[src/rtl/uart_frame_if.sv]
// Byte-stream in, frame-RAM write port and frame status out.
interface uart_frame_if;
    logic       byte_valid;
    logic [7:0] rx_byte;
    logic       wr_en;
    logic [6:0] wr_addr;
    logic [7:0] wr_data;
    logic       frame_done;
    logic       frame_err;
    logic       buf_sel;
    logic       busy;

    modport master (
        output byte_valid, rx_byte,
        input  wr_en, wr_addr, wr_data,
        input  frame_done, frame_err, buf_sel, busy
    );

    modport slave (
        input  byte_valid, rx_byte,
        output wr_en, wr_addr, wr_data,
        output frame_done, frame_err, buf_sel, busy
    );
endinterface

[src/rtl/uart_frame_ctrl.sv]
// UART frame receiver: header, payload, checksum; double-buffered
// frame RAM writes with inter-byte timeout.
module uart_frame_ctrl #(
    parameter logic [7:0] HEADER      = 8'hA5,
    parameter int         FRAME_BYTES = 64,
    parameter int         TIMEOUT_CYC = 100000
) (
    input  logic         clk_100M,
    input  logic         rst,
    uart_frame_if.slave  bus
);
    localparam logic [1:0] S_IDLE  = 2'd0;
    localparam logic [1:0] S_DATA  = 2'd1;
    localparam logic [1:0] S_CHECK = 2'd2;

    localparam int TW = $clog2(TIMEOUT_CYC + 1);
    localparam logic [TW-1:0] TO_LAST = TW'(TIMEOUT_CYC - 1);
    localparam logic [TW-1:0] TO_ONE  = TW'(1);
    localparam logic [5:0] IDX_LAST = 6'(FRAME_BYTES - 1);

    logic [1:0]    state_q, state_d;
    logic [5:0]    idx_q, idx_d;
    logic [7:0]    sum_q, sum_d;
    logic [TW-1:0] to_q, to_d;
    logic          buf_q, buf_d;
    logic          wr_en_q, wr_en_d;
    logic [6:0]    addr_q, addr_d;
    logic [7:0]    data_q, data_d;
    logic          done_q, done_d;
    logic          err_q, err_d;
    logic          busy_q, busy_d;

    always_comb begin
        state_d = state_q;
        idx_d   = idx_q;
        sum_d   = sum_q;
        to_d    = to_q;
        buf_d   = buf_q;
        wr_en_d = 1'b0;
        addr_d  = addr_q;
        data_d  = data_q;
        done_d  = 1'b0;
        err_d   = 1'b0;
        unique case (state_q)
            S_IDLE: begin
                to_d = '0;
                if (bus.byte_valid && bus.rx_byte == HEADER) begin
                    state_d = S_DATA;
                    idx_d   = '0;
                    sum_d   = '0;
                end
            end
            S_DATA: begin
                // A HEADER value here is ordinary payload.
                if (bus.byte_valid) begin
                    to_d    = '0;
                    wr_en_d = 1'b1;
                    addr_d  = {~buf_q, idx_q};
                    data_d  = bus.rx_byte;
                    idx_d   = idx_q + 6'd1;
                    sum_d   = sum_q + bus.rx_byte;
                    if (idx_q == IDX_LAST) begin
                        state_d = S_CHECK;
                    end
                end else if (to_q == TO_LAST) begin
                    err_d   = 1'b1;
                    state_d = S_IDLE;
                end else begin
                    to_d = to_q + TO_ONE;
                end
            end
            S_CHECK: begin
                if (bus.byte_valid) begin
                    to_d    = '0;
                    state_d = S_IDLE;
                    if (bus.rx_byte == sum_q) begin
                        done_d = 1'b1;
                        buf_d  = ~buf_q;
                    end else begin
                        err_d = 1'b1;
                    end
                end else if (to_q == TO_LAST) begin
                    err_d   = 1'b1;
                    state_d = S_IDLE;
                end else begin
                    to_d = to_q + TO_ONE;
                end
            end
            default: begin
                state_d = S_IDLE;
            end
        endcase
        busy_d = (state_d != S_IDLE);
    end

    always_ff @(posedge clk_100M) begin
        if (rst) begin
            state_q <= S_IDLE;
            idx_q   <= '0;
            sum_q   <= '0;
            to_q    <= '0;
            buf_q   <= 1'b0;
            wr_en_q <= 1'b0;
            addr_q  <= '0;
            data_q  <= '0;
            done_q  <= 1'b0;
            err_q   <= 1'b0;
            busy_q  <= 1'b0;
        end else begin
            state_q <= state_d;
            idx_q   <= idx_d;
            sum_q   <= sum_d;
            to_q    <= to_d;
            buf_q   <= buf_d;
            wr_en_q <= wr_en_d;
            addr_q  <= addr_d;
            data_q  <= data_d;
            done_q  <= done_d;
            err_q   <= err_d;
            busy_q  <= busy_d;
        end
    end

    assign bus.wr_en      = wr_en_q;
    assign bus.wr_addr    = addr_q;
    assign bus.wr_data    = data_q;
    assign bus.frame_done = done_q;
    assign bus.frame_err  = err_q;
    assign bus.buf_sel    = buf_q;
    assign bus.busy       = busy_q;
endmodule

[src/flat_wrapper.sv]
// flat-port wrapper written by rule: the top's interface ports become plain ports
module uart_frame_ctrl_flat 
#(
    parameter logic [7:0] HEADER      = 8'hA5,
    parameter int         FRAME_BYTES = 64,
    parameter int         TIMEOUT_CYC = 100000
)
  (clk_100M, rst, bus_byte_valid, bus_rx_byte, bus_wr_en, bus_wr_addr, bus_wr_data, bus_frame_done, bus_frame_err, bus_buf_sel, bus_busy);
  uart_frame_if bus_i ();
  input  logic clk_100M;
  input  logic rst;
  input wire logic [$bits(bus_i.byte_valid)-1:0] bus_byte_valid;
  input wire logic [$bits(bus_i.rx_byte)-1:0] bus_rx_byte;
  output wire logic [$bits(bus_i.wr_en)-1:0] bus_wr_en;
  output wire logic [$bits(bus_i.wr_addr)-1:0] bus_wr_addr;
  output wire logic [$bits(bus_i.wr_data)-1:0] bus_wr_data;
  output wire logic [$bits(bus_i.frame_done)-1:0] bus_frame_done;
  output wire logic [$bits(bus_i.frame_err)-1:0] bus_frame_err;
  output wire logic [$bits(bus_i.buf_sel)-1:0] bus_buf_sel;
  output wire logic [$bits(bus_i.busy)-1:0] bus_busy;
  assign bus_i.byte_valid = bus_byte_valid;
  assign bus_i.rx_byte = bus_rx_byte;
  assign bus_wr_en = bus_i.wr_en;
  assign bus_wr_addr = bus_i.wr_addr;
  assign bus_wr_data = bus_i.wr_data;
  assign bus_frame_done = bus_i.frame_done;
  assign bus_frame_err = bus_i.frame_err;
  assign bus_buf_sel = bus_i.buf_sel;
  assign bus_busy = bus_i.busy;
  uart_frame_ctrl #(.HEADER(HEADER), .FRAME_BYTES(FRAME_BYTES), .TIMEOUT_CYC(TIMEOUT_CYC)) u_core (.clk_100M(clk_100M), .rst(rst), .bus(bus_i));
endmodule
[config.mk]
export PLATFORM = sky130hd
export DESIGN_NAME = uart_frame_ctrl_flat
export DESIGN_NICKNAME = d
export VERILOG_FILES = /design/src/rtl/uart_frame_if.sv /design/src/rtl/uart_frame_ctrl.sv /design/src/flat_wrapper.sv
export SDC_FILE = /design/constraint.sdc
export NUM_CORES = 1
export LEC_CHECK = 0
export ABC_AREA = 0
export BUFFER_PORTS_ARGS = -buffer_cell sky130_fd_sc_hd__buf_4
export CAP_MARGIN = 20
export CORE_MARGIN = 5
export CORE_UTILIZATION = 45
export CTS_CLUSTER_SIZE = 40
export DETAILED_ROUTE_END_ITERATION = 7
export MAX_ROUTING_LAYER = met4
export PLACE_DENSITY = 0.73
export SYNTH_ARGS = -nofsm -noshare
export SYNTH_HDL_FRONTEND = slang
export SYNTH_SLANG_ARGS = --single-unit
[constraint.sdc]
create_clock -name clk_100M -period 2.53 [get_ports clk_100M]
set_clock_uncertainty 0.2 [all_clocks]
set_input_delay 0.253 -clock clk_100M [delete_from_list [all_inputs] [get_ports clk_100M]]
set_output_delay 0.253 -clock clk_100M [all_outputs]
set_load 0.02 [all_outputs]
==> results of run 1 <==
==> registers in the layout (all words and copies together) (netlist names) <==
name,flops
u_core.to_q,17
u_core.bus.frame_done,1
u_core.idx_q,6
u_core.bus.frame_err,1
u_core.sum_q,8
u_core.state_q,2
u_core.bus.wr_addr,7
u_core.bus.busy,1
u_core.bus.wr_en,1
u_core.bus.wr_data,8
u_core.bus.buf_sel,1
==> layout by cell type, fill, tap and decap left out, types with 2 or more instances in the layout <==
cell type,count
a2111oi_4,2
a21o_1,3
a21oi_1,33
a31oi_1,4
a41o_1,2
and2_1,2
and3_1,5
and4b_1,2
and4bb_1,2
buf_4,34
clkbuf_8,5
clkinvlp_4,2
dfxtp_1,53
ha_1,13
inv_1,11
nand2_1,49
nand2b_1,4
nand3_1,12
nand4_1,6
nor2_1,37
nor2b_1,2
nor3_1,5
nor3b_1,3
nor4_1,5
o2111ai_1,3
o211ai_1,3
o21ai_0,8
o21bai_1,2
o22ai_1,2
o31ai_1,3
or3_1,3
xnor2_1,11
xor2_1,5
==> report_power, final <==
group	switching [mW]	internal (mW)	leakage (nW)
clock	0.283	0.196	0.0374
combinational	0.0416	0.0240	0.726
sequential	0.000158	0.834	0.427
total	0.324	1.05	1.19
==> worst min-delay path, stage by stage <==
cell     delay, ns
buf_4         0.12
nand2_1       0.06
a21oi_1       0.05
==> Yosys cell counts (3+ instances only) <==
cell type and number:
nand4_1 6, a21oi_1 33, a31oi_1 4, o21ai_0 8, o31ai_1 3, clkbuf_1 9
nand2b_1 4, inv_1 11, or3_1 3, nor3b_1 3, o2111ai_1 3, dfxtp_1 53
nand2_1 49, ha_1 13, xor2_1 5, and3_1 5, nor4_1 5, nor2_1 37
a21o_1 3, nor3_1 5, nand3_1 12, o211ai_1 3, xnor2_1 11
==> cell families (layout without fill, tap and decap cells) <==
| group | after synthesis | after routing | synth area share [%] |
|---|---|---|---|
| buffers and inverters | 24 | 53 | 3.77 |
| AO/OA/AOI/OAI | 76 | 76 | 19.3 |
| XOR/XNOR | 16 | 16 | 4.97 |
| multiplexers | 2 | 2 | 0.754 |
| AND/OR/NAND/NOR | 148 | 148 | 27.1 |
| flip-flops | 53 | 53 | 37.6 |
| adder cells (fa/ha/maj) | 14 | 14 | 6.47 |
==> per-layer routing <==
| metal | up-vias | global-route usage, % | share of wire (%) |
|---|---|---|---|
| met5 | - | - | 0 |
| met4 | 0 | 5.01 | 1.4 |
| met3 | 10 | 3.32 | 5.7 |
| met2 | 69 | 27.1 | 44 |
| met1 | 1136 | 24.6 | 49 |
| li1 | 1236 | - | - |
==> how the worst max path moves through the flow <==
stage / to / start
2_1_floorplan: u_core.sum_q[7] / u_core.state_q[1]
6_report: u_core.to_q[15] / u_core.state_q[1]
3_5_place_dp: u_core.to_q[15] / u_core.state_q[1]
3_3_place_gp: u_core.sum_q[6] / bus_rx_byte[0]
4_1_cts: u_core.to_q[15] / u_core.state_q[1]
5_1_grt: u_core.to_q[13] / u_core.state_q[1]
==> cell type report <==
type	instances	area, um2	area share [%]
timing repair buffer	34	255	7.99
inverter	11	41.3	1.29
sequential	53	1060	33.2
tap	75	93.8	2.94
clock inverter	2	15.0	0.470
multi-input combinational	256	1650	51.8
clock buffer	6	72.6	2.27
==> stage by stage <==
| step | hold WS, ns | cells | setup slack (ns) | utilization (%) |
|---|---|---|---|---|
| after floorplan | 0.189 | 333 | 0.468 | - |
| after global placement | 0.243 | 429 | 0.381 | 51.5 |
| after detailed placement | 0.247 | 429 | 0.309 | 51.5 |
| after CTS | 0.0145 | 437 | 0.305 | 53.0 |
| after global routing | 0.0262 | 437 | 0.185 | 53.0 |
| final | 0.0128 | 437 | 0.300 | 53.0 |
==> summary.txt, run 1 <==
Status
  • Status: finished clean

Timing
  • Period utilisation layout: 88.1%
  • Fin. Hold Viols: 0
  • Setup_tns: 0 ns
  • Maximum clock rate: 448 MHz
  • Worst-Margin Slew: 0.453 ns
  • Max-slew violation count: 0
  • Final count of negative-setup-slack endpoints: 0
  • RSZ-0062 raised after global routing: no
  • Max_slew headroom: 69.4%
  • Tmin final: 2.23 ns

Global route
  • Number of global-route vias before repair: 2287
  • GRT Residual Overflow: 0
  • First-pass GRT wire length: 11000 um
  • Initial antenna violation count: 0
  • Largest net degree at the start of global routing: 37
  • Total global-route track usage: 18.0%

Place
  • DP Area: 3110 um2
  • IO Port Bufs: 30
  • HPWL after detailed placement: 4750 um
  • Final Wtd Congestion: 0.887

Critical path
  • Critical Path RT: 2.55 ns
  • Critical path arrival: 2.25 ns
  • Critical path depth: 6
  • Crit path max-delay family: simple AND/OR/NAND/NOR gates
  • WP buf/inv: 1
  • FF-to-FF Start: u_core.state_q[1]
  • Flop2flop setup slack: 0.30 ns
  • Slowest cell delay on critical path: 0.50 ns
  • CP endpoint kind: flip-flop
  • CP max stage cell: or4_4
  • Crit path cell chain: inv_1 > ha_1 > nor2b_4 > nand2b_4 > or4_4 > o31ai_1
  • Crit-path max FO: 7
  • R2R Path End: u_core.to_q[15]
  • Startpoint types: flip-flop
  • CP Class: flip-flop to flip-flop
  • Reg2reg path depth: 6

Synthesis
  • Seq/Total Area, Yosys: 37.6%
  • Mapped cell area: 2820 um2
  • Avg Cell Area, Syn: 8.47 um2
  • Synth area leader: dfxtp_1
  • Top FF cell, synth: dfxtp_1
  • Synthesized instance count: 333
  • Synth Net Count: 358
  • EDFF count, synth: 0
  • Netlist cell types: 59
  • Area contributors post-synth: dfxtp_1 (38%), nand2_1 (6.5%), a21oi_1 (5.9%), ha_1 (5.8%), nor2_1 (4.9%)
  • Post-synth ARST share: 0%
  • Synth warn: 0
  • Synth top area share: 37.6%
  • Register bit count reported by yosys: 53

CTS
  • Clock Path Buffers: 2
  • Max H-tree Level: 2
  • # hold bufs at CTS: 0
  • CTS clk-pin slew, worst paths: 0.10 ns
  • Postcts setup bufs: 0
  • Post-CTS sizing: 0
  • CTS tree: done
  • CTS Root Cell: clkbuf_8
  • CTS buffer count: 5
  • Worst-skew pair later-pin latency: 0.31 ns
  • Clock sink total: 53

Floorplan
  • Die span in x: 89.2 um
  • Die Footprint: 7950 um2
  • Io pins: 31
  • Core area: 6030 um2
  • Die Ht: 89.2 um
  • FP Rows: 28
  • Starting Density: 46.8%

Route
  • Vias: 2451
  • DR WL/cell: 14.5 um
  • Vias per std cell: 5.61
  • Starting DRT DRC Count: 160
  • Antenna Nets Post-Route: 0
  • DR pass1 iterations: 4
  • # DRC: 0
  • Post-Route WL: 6350 um

Worst hold path
  • WHS Endpoint: u_core.bus.wr_data[2]
  • Worst Hold Class: input port to flip-flop
  • Hold path cells: 3
  • Hold wc startpoint: bus_rx_byte[2]

Finish
  • Layout area overhead: 13.2%
  • Final Instance Area: 3190 um2
  • Share of cells above drive strength 1: 14.6%
  • Final net count: 386
  • # diodes: 0
  • Fill cells: 614

Flow run
  • Max-Cap Viols: 0

Power
  • Pleak: 1.19 nW
  • Final Power: 1.38 mW
  • Cell Pwr Density: 431 nW/um2
  • Worst IR drop on VDD: 325 uV
No activity file was read; power rests on OpenSTA's default activity.
==> inputs of run 2 (changes only) <==
==> constraint.sdc (replaced) <==
create_clock -name clk_100M -period 2.53 [get_ports clk_100M]
set_clock_uncertainty 0.2 [all_clocks]
set_input_delay 0.3795 -clock clk_100M [delete_from_list [all_inputs] [get_ports clk_100M]]
set_output_delay 0.3795 -clock clk_100M [all_outputs]
set_load 0.02 [all_outputs]
==> summary.txt, run 2 (synthesized netlist as in run 1, its figures left out) <==
Status
  • Status: finished clean

Route
  • Starting DRT DRC Count: 98
  • # DRC: 0
  • Antenna Nets Post-Route: 0
  • DR pass1 iterations: 4
  • DR WL/cell: 14.5 um
  • Post-Route WL: 6320 um
  • Vias: 2483
  • Vias per std cell: 5.68

Place
  • Final Wtd Congestion: 0.854
  • DP Area: 3110 um2
  • IO Port Bufs: 30
  • HPWL after detailed placement: 4700 um

Flow run
  • Max-Cap Viols: 0

Timing
  • RSZ-0062 raised after global routing: no
  • Max_slew headroom: 68.1%
  • Final count of negative-setup-slack endpoints: 0
  • Tmin final: 2.23 ns
  • Fin. Hold Viols: 0
  • Period utilisation layout: 88.2%
  • Worst-Margin Slew: 0.471 ns
  • Maximum clock rate: 448 MHz
  • Hold slack: 0.139 ns
  • Max-slew violation count: 0
  • Setup_tns: 0 ns

CTS
  • Clock sink total: 53
  • CTS tree: done
  • Clock Path Buffers: 2
  • Postcts setup bufs: 0
  • Post-CTS sizing: 0
  • CTS Root Cell: clkbuf_8
  • CTS buffer count: 5
  • # hold bufs at CTS: 0
  • CTS clk-pin slew, worst paths: 0.10 ns
  • Worst-skew pair later-pin latency: 0.31 ns
  • Max H-tree Level: 2

Global route
  • Initial antenna violation count: 0
  • GRT Residual Overflow: 0
  • Largest net degree at the start of global routing: 37
  • First-pass GRT wire length: 10800 um
  • Total global-route track usage: 17.5%
  • Number of global-route vias before repair: 2314

Critical path
  • Flop2flop setup slack: 0.30 ns
  • CP max stage cell: or4_4
  • CP Class: flip-flop to flip-flop
  • WP buf/inv: 1
  • FF-to-FF Start: u_core.state_q[1]
  • Slowest cell delay on critical path: 0.51 ns
  • Crit path max-delay family: simple AND/OR/NAND/NOR gates
  • Startpoint types: flip-flop
  • Critical Path RT: 2.56 ns
  • Crit path cell chain: inv_1 > ha_1 > nor2b_4 > nand2b_4 > or4_4 > o31ai_1
  • R2R Path End: u_core.to_q[13]
  • Crit-path max FO: 7
  • Reg2reg path depth: 6
  • CP endpoint kind: flip-flop
  • Critical path arrival: 2.26 ns

Finish
  • Final net count: 386
  • Commonest non-fill, non-tap cell in the layout: dfxtp_1
  • Final Instance Area: 3200 um2
  • Core Util, Final: 53.1%
  • Share of cells above drive strength 1: 14.9%
  • Layout area overhead: 13.3%
  • # diodes: 0
  • Max FFs per register: 17
  • Top reg by flops: u_core.to_q
  • Most frequent cells in the layout: dfxtp_1 (53), nand2_1 (49), nor2_1 (37)

Worst hold path
  • Hold wc startpoint: bus_rx_byte[2]
  • Hold path cells: 3
  • WHS Endpoint: u_core.bus.wr_data[2]
  • Worst Hold Class: input port to flip-flop

Floorplan
  • Die span in x: 89.2 um
  • Io pins: 31
  • Die Ht: 89.2 um
  • Starting Density: 46.8%
  • Die Footprint: 7950 um2
  • Core area: 6030 um2
  • FP Rows: 28

Power
  • Cell Pwr Density: 434 nW/um2
  • Pleak: 1.19 nW
  • Worst IR drop on VDD: 283 uV
## run 2: area by class of cell
cell class / count / area [um2]
repair buffers: 34 / 255
flip-flops and latches: 53 / 1060
inverters: 11 / 41.3
clock buffers: 5 / 68.8
clock inverters: 3 / 22.5
well taps: 75 / 93.8
fillers: 565 / 2830
multi-input cells: 256 / 1650
## run 2: where the power goes
part           switching [mW]  total (mW)  internal, mW
sequential           0.000169       0.834         0.834
clock                   0.293       0.488         0.195
combinational          0.0416      0.0654        0.0238
## run 2: metrics by stage
step                cells  total power [mW]  setup WS (ns)
finish                437              1.39          0.298
global route          437              1.44          0.191
CTS                   437              1.40          0.292
detailed placement    429             0.918          0.200
global placement      429             0.917          0.267
floorplan             333             0.892          0.468
## run 2: how the worst max path moves through the flow
stage,startpoint,to,cells past startpoint,slack (ns)
after floorplan,u_core.state_q[1],u_core.sum_q[7],7,0.47
after global placement,bus_rx_byte[0],u_core.sum_q[6],8,0.27
after detailed placement,bus_rx_byte[0],u_core.sum_q[6],8,0.20
after CTS,u_core.state_q[1],u_core.to_q[13],6,0.29
after global routing,u_core.state_q[1],u_core.to_q[15],6,0.19
final,u_core.state_q[1],u_core.to_q[13],6,0.30
## run 2: layer usage
layer	vias up	share of wire, %	track usage, %
met2	55	46	27.1
li1	1240	-	-
met3	6	4.3	3.69
met4	0	0.90	4.19
met1	1182	49	23.3
met5	-	0	-
## run 2: worst min-delay path, delay by kind of cell
family	cells	cell delay [ns]
simple gates	1	0.05
compound gates	1	0.05
buf+inv	1	0.12
==> inputs of run 3 (changes only) <==
==> constraint.sdc (replaced) <==
create_clock -name clk_100M -period 2.2 [get_ports clk_100M]
set_clock_uncertainty 0.2 [all_clocks]
set_input_delay 0.33 -clock clk_100M [delete_from_list [all_inputs] [get_ports clk_100M]]
set_output_delay 0.33 -clock clk_100M [all_outputs]
set_load 0.02 [all_outputs]
==> summary.txt, run 3 (synthesized netlist as in run 1, its figures left out) <==
Status
  • Status: finished clean

Route
  • Post-Route WL: 6490 um
  • Vias: 2465
  • DR pass1 iterations: 4
  • Vias per std cell: 5.45
  • DR WL/cell: 14.4 um
  • Starting DRT DRC Count: 132
  • # DRC: 0
  • Antenna Nets Post-Route: 0

Floorplan
  • Die Ht: 89.2 um
  • Die span in x: 89.2 um
  • Starting Density: 46.8%
  • Io pins: 31
  • Die Footprint: 7950 um2
  • Core area: 6030 um2
  • FP Rows: 28

Timing
  • Worst-Margin Slew: 0.390 ns
  • Maximum clock rate: 479 MHz
  • Fin. Hold Viols: 0
  • Hold slack: 0.0875 ns
  • Setup ws final: 0.112 ns
  • Period utilisation layout: 94.9%
  • Tmin final: 2.09 ns
  • Final count of negative-setup-slack endpoints: 0
  • Setup_tns: 0 ns
  • Max_slew headroom: 73.7%
  • Max-slew violation count: 0

Worst hold path
  • Worst Hold Class: input port to flip-flop

Global route
  • GRT Residual Overflow: 0
  • Number of global-route vias before repair: 2337
  • Total global-route track usage: 17.9%
  • Largest net degree at the start of global routing: 37
  • Initial antenna violation count: 0
  • First-pass GRT wire length: 11100 um

CTS
  • # hold bufs at CTS: 0
  • Worst-skew pair later-pin latency: 0.31 ns
  • Clock Path Buffers: 2
  • CTS tree: done
  • Clock sink total: 53
  • CTS buffer count: 5
  • CTS clk-pin slew, worst paths: 0.10 ns
  • Max H-tree Level: 2
  • CTS Root Cell: clkbuf_8

Finish
  • Most frequent cells in the layout: dfxtp_1 (51), nand2_1 (49), buf_4 (49)
  • Fin cells: 452
  • Layout area overhead: 19.3%
  • Commonest non-fill, non-tap cell in the layout: dfxtp_1
  • # diodes: 0
  • Share of cells above drive strength 1: 19.6%
  • Top reg by flops: u_core.to_q
  • Final Instance Area: 3370 um2
  • Max FFs per register: 17
  • Final net count: 401

Critical path
  • CP endpoint kind: flip-flop
  • CP Class: flip-flop to flip-flop
  • Slowest cell delay on critical path: 0.52 ns
  • Critical Path RT: 2.23 ns
  • Startpoint types: flip-flop
  • Crit path cell chain: inv_1 > ha_1 > nor2b_4 > nand2b_4 > or4_4 > o31ai_1
  • Critical path arrival: 2.12 ns
  • CP max stage cell: or4_4
  • Crit path max-delay family: simple AND/OR/NAND/NOR gates
  • Crit-path max FO: 7
  • WP buf/inv: 1

Power
  • Switch Pwr: 0.379 mW
  • Worst IR drop on VDD: 325 uV
  • Pleak: 1.30 nW
  • Sw Share: 20.8%
  • Int Power: 1.45 mW
  • Clk network pwr share: 42.8%
  • Cell Pwr Density: 542 nW/um2
  • Flop pwr share: 52.6%
  • Combinational share of power: 4.7%

Place
  • IO Port Bufs: 30
  • Placed insts: 443
  • HPWL after detailed placement: 4740 um
  • Post-Place Worst Slack: -0.0239 ns
  • Final Wtd Congestion: 0.879
  • DP Area: 3210 um2

Flow run
  • Max-Cap Viols: 0
-- run 3: cell type report --
class | instances | area (um2)
clock buffer | 5 | 68.8
clock inverter | 3 | 65.1
fill | 555 | 2660
inverter | 11 | 41.3
multi-input combinational | 256 | 1670
sequential | 53 | 1060
tap | 75 | 93.8
timing repair buffer | 49 | 368
-- run 3: final timing paths --
path / start / slack (ns) / to / depth (start not counted)
worst max-delay path: u_core.state_q[1] / 0.11 / u_core.to_q[15] / 6
worst min-delay path: bus_rx_byte[4] / 0.09 / u_core.bus.wr_data[4] / 3
worst max register to register: u_core.state_q[1] / 0.11 / u_core.to_q[15] / 6
worst min register to register: u_core.bus.wr_data[1] / 0.26 / u_core.bus.wr_data[1] / 2
-- run 3: metal layers --
metal  up-vias  global-route usage, %  part of all wire [%]
li1       1263                      -                     -
met1      1147                   24.3                    52
met2        49                   27.7                    44
met3         6                   3.04                   4.0
met4         0                   4.87                  0.89
met5         -                      -                     0
-- run 3: tightest hold or removal path: stages --
cell	delay (ns)
buf_4	0.13
nand2_1	0.05
a21oi_1	0.05
-- run 3: power groups by stage --
stage	Combinational (mW)	Clock, mW	Sequential, mW
floorplan	0.0447	0	0.982
CTS	0.0842	0.789	0.959
global placement	0.0815	0	0.981
detailed placement	0.0836	0	0.981
finish	0.0849	0.781	0.959
global route	0.0930	0.827	0.959
-- run 3: stage by stage --
stage	utilization (%)	total power, mW
6_report	55.9	1.82
5_1_grt	55.9	1.88
4_1_cts	55.5	1.83
3_5_place_dp	53.3	1.06
3_3_place_gp	53.3	1.06
2_1_floorplan	-	1.03
-- run 3: timing repair --
action                                  4_1_cts  5_1_grt
buffers inserted                              0        1
endpoints found under the setup margin        0        6
hold endpoints to repair                      0        0
gates resized for setup                       0        5
